File: config.mk
export PLATFORM = sky130hd
export DESIGN_NAME = firebird7_in_gate1_tessent_data_mux_ctrl_w3
export DESIGN_NICKNAME = d
export VERILOG_FILES = /design/src/rtl/firebird7_in_gate1_tessent_data_mux_ctrl_w3.sv
export SDC_FILE = /design/constraint.sdc
export NUM_CORES = 1
export LEC_CHECK = 0
export BUFFER_PORTS_ARGS = -buffer_cell sky130_fd_sc_hd__buf_2
export CELL_PAD_IN_SITES_DETAIL_PLACEMENT = 1
export CELL_PAD_IN_SITES_GLOBAL_PLACEMENT = 2
export CORE_UTILIZATION = 33
export DETAILED_ROUTE_END_ITERATION = 8
export PLACE_DENSITY = 0.84
export SYNTH_ARGS = -nofsm -noshare
export SYNTH_HDL_FRONTEND = slang
export SYNTH_SLANG_ARGS = --single-unit
export TNS_END_PERCENT = 1
File: constraint.sdc
create_clock -name ijtag_tck -period 2.7 [get_ports ijtag_tck]
set_input_delay 0.135 -clock ijtag_tck [delete_from_list [all_inputs] [get_ports ijtag_tck]]
set_output_delay 0.135 -clock ijtag_tck [all_outputs]
set_load 0.03 [all_outputs]
File: src/rtl/firebird7_in_gate1_tessent_data_mux_ctrl_w3.sv
// IJTAG test data register plus override sequencer for the gate1 data mux.
// The TDR holds {enable, data}. A four-state sequencer raises the mux select
// only after the override data has been stable for SETTLE_CYCLES. After select
// drops, it holds off any new override for another SETTLE_CYCLES.
module firebird7_in_gate1_tessent_data_mux_ctrl_w3 #(
  parameter int WIDTH         = 3,
  parameter int SETTLE_CYCLES = 2
) (
  input  logic             ijtag_tck,
  input  logic             ijtag_reset,
  input  logic             ijtag_sel,
  input  logic             ijtag_ce,
  input  logic             ijtag_se,
  input  logic             ijtag_ue,
  input  logic             ijtag_si,
  output logic             ijtag_so,
  input  logic [WIDTH-1:0] functional_data_in,
  output logic [WIDTH-1:0] mux_ijtag_data,
  output logic             mux_ijtag_select,
  output logic             override_active
);

  typedef enum logic [1:0] {
    ST_IDLE,
    ST_ARM,
    ST_ACTIVE,
    ST_RELEASE
  } state_e;

  // Last count value of an ARM or RELEASE dwell. The counter is 4 bits, so
  // SETTLE_CYCLES is limited to 1..15.
  localparam logic [3:0] LP_CNT_LAST = 4'(SETTLE_CYCLES - 1);

  logic [WIDTH:0]   r_sr;
  logic             r_upd_en;
  logic [WIDTH-1:0] r_upd_data;
  logic [3:0]       r_cnt;
  state_e           r_state;
  logic             r_select;

  state_e           w_state_nxt;
  logic [3:0]       w_cnt_nxt;
  logic [3:0]       w_cnt_inc;
  logic             w_select_nxt;

  // Scan register: when selected, capture has priority over shift, and shift over update.
  // NOTE: sequential state uses non-blocking assignments so every register samples pre-edge values.
  always_ff @(posedge ijtag_tck) begin
    if (ijtag_reset) begin
      r_sr <= '0;
    end else if (ijtag_sel) begin
      if (ijtag_ce) begin
        r_sr <= {r_select, functional_data_in};
      end else if (ijtag_se) begin
        r_sr <= {ijtag_si, r_sr[WIDTH:1]};
      end
    end
  end

  // Update stage: copies the TDR into the shadow registers that drive the mux and sequencer.
  always_ff @(posedge ijtag_tck) begin
    if (ijtag_reset) begin
      r_upd_en   <= 1'b0;
      r_upd_data <= '0;
    end else if (ijtag_sel && !ijtag_ce && !ijtag_se && ijtag_ue) begin
      r_upd_en   <= r_sr[WIDTH];
      r_upd_data <= r_sr[WIDTH-1:0];
    end
  end

  // Sequencer registers. The select bit is registered from the next state so the mux never sees a glitch.
  always_ff @(posedge ijtag_tck) begin
    if (ijtag_reset) begin
      r_state  <= ST_IDLE;
      r_cnt    <= '0;
      r_select <= 1'b0;
    end else begin
      r_state  <= w_state_nxt;
      r_cnt    <= w_cnt_nxt;
      r_select <= w_select_nxt;
    end
  end

  // Dwell counter increment that saturates at its maximum instead of wrapping.
  assign w_cnt_inc = (r_cnt == 4'hF) ? r_cnt : r_cnt + 4'd1;

  // Next-state, counter and select decode for the override sequencer.
  // NOTE: every output gets a default first, so no path leaves one unassigned and no latch is inferred.
  always_comb begin
    w_state_nxt  = r_state;
    w_cnt_nxt    = r_cnt;
    w_select_nxt = 1'b0;
    unique case (r_state)
      ST_IDLE: begin
        if (r_upd_en) begin
          w_cnt_nxt   = '0;
          w_state_nxt = ST_ARM;
        end
      end
      ST_ARM: begin
        w_cnt_nxt = w_cnt_inc;
        if (!r_upd_en) begin
          w_state_nxt = ST_IDLE;
        end else if (r_cnt == LP_CNT_LAST) begin
          w_state_nxt = ST_ACTIVE;
        end
      end
      ST_ACTIVE: begin
        if (!r_upd_en) begin
          w_cnt_nxt   = '0;
          w_state_nxt = ST_RELEASE;
        end
      end
      ST_RELEASE: begin
        // The enable bit is ignored here. A re-enable is honoured once back in IDLE.
        w_cnt_nxt = w_cnt_inc;
        if (r_cnt == LP_CNT_LAST) begin
          w_state_nxt = ST_IDLE;
        end
      end
      default: begin
        w_state_nxt = ST_IDLE;
      end
    endcase
    w_select_nxt = (w_state_nxt == ST_ACTIVE);
  end

  assign ijtag_so         = r_sr[0];
  assign mux_ijtag_data   = r_upd_data;
  assign mux_ijtag_select = r_select;
  assign override_active  = r_select;

endmodule
==> metrics.md <==
| Metric | Value |
|---|---|
| Clk sinks | 15 |
| Worst endpoint required time | around 2.9 ns |
| Critical-path cell list | inv_1 > ha_1 > or4b_1 > o311ai_1 |
| Final period utilization | 0.528 |
| Drt drc | 0 |
| Synth Area per Inst | about 9.7 um^2 |
| Post-CTS Setup Inserts | 0 |
| Syn. warnings | 0 |
| Top cell type's share of synthesized area | 0.414 |
| Final setup viols | 0 |
| Cells resized by post-CTS repair | 0 |
| ANT nets after route | 0 |
| Post-CTS Hold Buffers | 0 |
| Post-synthesis cell area | 726 um^2 |
| Clock share of power | 0.337 |
| Die width | about 49 um |
| Seq pwr share | 0.578 |
| Hold Path Depth | 3 |
| Total Neg Setup Slack | 0 ns |
| Synth area leader | dfxtp_1 |
| First-pass GRT wire length | approximately 2600 um |
| FILL cells | between 200 and 250 |
| RSZ-0062 raised after global routing | no |
| Worst Hold Endpoint | r_sr[3] |
| Slowest cell on the critical path | or4b_1 |
| Layout cell share with drive strength beyond 1 | 0.250 |
| Fin crit period | approximately 1.4 ns |
| Clk_skew | ~0.0075 ns |
| Routed WL | approximately 1500 um |
| Leakage | between 0.3 and 0.4 nW |
| Number of synthesized flops with an enable pin | 0 |
| Fraction of registers with async set/reset | 0 |
| Net Switching | a little over 0.1 mW |
| CP arrival | about 1.6 ns |
| Worst relative slew slack | 0.781 |
| Pin count of the biggest net entering global routing | 19 |
| Initial antenna violation count | 0 |
| PwrDens | between 400 and 500 nW/um^2 |
| Post-synthesis sequential area ratio | 0.414 |
| Final HPWL DP | between 1000 and 1500 um |
| Synth cell count leaders | 15 x dfxtp_1, 9 x mux2i_1, 8 x nor2_1 |
| Vias/cell | slightly above 5 |
| Reg2reg start | r_cnt[1] |
| Placer Congestion | between 0.6 and 0.7 |
| I/O pin count | 16 |
| Via count | 589 |
| CTS tree | done |
| Vias in the first global route | 621 |
| Top-count cell post-synth | dfxtp_1 |
| Clk Latency, worst-skew pair | between 0.2 and 0.3 ns |
| Max-cap violations | 0 |
| Slew @ Worst Pin | about 0.33 ns |
| ANT cells | 0 |
| Num CTS Buffers | 3 |
| Max-slew violations | 0 |
| Worst VDD drop | 0.205 mV |
| Worst-path clk slew | 0.10 ns |
| PortBufs | 15 |
| Grt total ovfl | 0 |
| Critical register-to-register path endpoint | r_cnt[1] |
| Hold wc startpoint | ijtag_si |
| GR Util All Layers | 0.139 |
| Post-synth cell types | 26 |
| Clk root buf | clkbuf_4 |
| Starting Density | 0.359 |
| CP startpoint kind | flip-flop |
| Final count of hold timing violations | 0 |
| Top post-synthesis cells by area | dfxtp_1 41%, mux2i_1 12%, a211oi_1 5.2%, or4b_1 4.1%, nor2_1 4.1% |
| Nets@finish | slightly above 100 |
| Routed WL per cell | ~13 um |
| Status | complete, no violations |
| Max incr delay on CP | about 0.5 ns |
| CORE AREA | a little over 2000 um^2 |
| Largest driver fanout on the critical path | 4 |
| Mapped Nets | 87 |
| Die area | roughly 2400 um^2 |
| Placed cells | ~110 |
| Top delay family on crit path | simple AND/OR/NAND/NOR gates |
| Sw Share | 0.254 |
| R2R cell count | 4 |
| Worst Setup End Kind | flip-flop |
| Drt pass-1 iters | 2 |
| Internal | 0.298 mW |
| Core Rows | 16 |
| Hold_ws | between 0.15 and 0.2 ns |
| Post-synth top flop | dfxtp_1 |
| Critical path buffers and inverters | 1 |
| R2R setup slack | between 1 and 1.5 ns |
| Clock buffer depth | 2 |
| Die Y | 48.9 um |
| Worst hold path class | in -> reg |
| Layout area overhead | 14.3% |
| H-tree depth | 1 |
| F_max | 0.701 GHz |
| Final non-filler cell total | around 120 |
| Area post-placement | approximately 800 um^2 |
| Cell area after layout | between 800 and 900 um^2 |
| Post-synthesis instance total | 75 |
| Combinational power share | 0.085 |
| Yosys reg bits | 15 |
| DRT iter0 DRCs | 2 |
| Crit path kind | reg -> reg |
power groups by stage:
stage	sequential, mW	combinational, mW	clock, mW
5_1_grt	0.231	0.0376	0.152
2_1_floorplan	0.238	0.0209	0
6_report	0.231	0.0340	0.134
3_3_place_gp	0.236	0.0331	0
3_5_place_dp	0.236	0.0342	0
4_1_cts	0.231	0.0348	0.141
metrics by stage:
stage | setup slack (ns) | util | power, mW
after CTS | 1.26 | 0.410 | 0.407
after floorplan | 1.40 | - | 0.259
final | 1.27 | 0.410 | 0.399
after detailed placement | 1.32 | 0.395 | 0.270
after global routing | 1.21 | 0.410 | 0.421
after global placement | 1.33 | 0.395 | 0.269
layer usage:
layer	track usage	vias to the layer above	wire length [um]
met3	0.0280	2	31
met5	0	-	0
met1	0.160	280	696
met2	0.245	7	707
met4	0.0588	0	22
li1	-	300	-
sequential cells by signal, indices dropped and copies added (netlist names):
| name | flops |
|---|---|
| r_cnt | 4 |
| r_sr | 4 |
| mux_ijtag_data | 3 |
| r_state | 2 |
| mux_ijtag_select | 1 |
| r_upd_en | 1 |
cell usage in the layout, fill, tap and decap left out, types with 2 or more instances in the layout:
master,n
or4b_1,3
nand2_1,3
buf_2,15
inv_1,2
nor2_1,8
a211oi_1,5
dfxtp_1,15
clkbuf_4,3
o311ai_1,2
and4bb_1,2
nand3b_1,2
ha_1,2
a21oi_1,2
mux2i_1,9
nor3_1,4
how the worst max path moves through the flow:
stage               endpoint  depth (start not counted)  startpoint
global placement    r_cnt[1]                          4    r_cnt[1]
floorplan           r_cnt[1]                          4    r_cnt[1]
detailed placement  r_cnt[1]                          4    r_cnt[1]
finish              r_cnt[1]                          4    r_cnt[1]
global route        r_cnt[0]                          4    r_cnt[0]
CTS                 r_cnt[1]                          4    r_cnt[1]
final cells by class:
class	instances	area (um^2)	share of cell area
multi-input cells	51	379	0.457
flip-flops and latches	15	300	0.362
repair buffers	15	75.1	0.0905
well taps	27	33.8	0.0407
clock buffers	3	22.5	0.0271
inverters	3	11.3	0.0136
clock inverters	1	7.51	0.00905
cells by family after synthesis:
| family | synth area share |
|---|---|
| and+or+nand+nor | 0.233 |
| AOI/OAI and AO/OA | 0.119 |
| xor gates and xnor gates | 0.0121 |
| buffers and inverters | 0.0638 |
| DFF | 0.414 |
| adders and majority gates | 0.0345 |
| muxes | 0.124 |
worst register-to-register path, stage by stage, from the launching register on:
cell and delay (ns):
dfxtp_1 0.41, inv_1 0.08, ha_1 0.28, or4b_1 0.50
o311ai_1 0.08
Note: power is estimated with default switching activity, not from simulation.
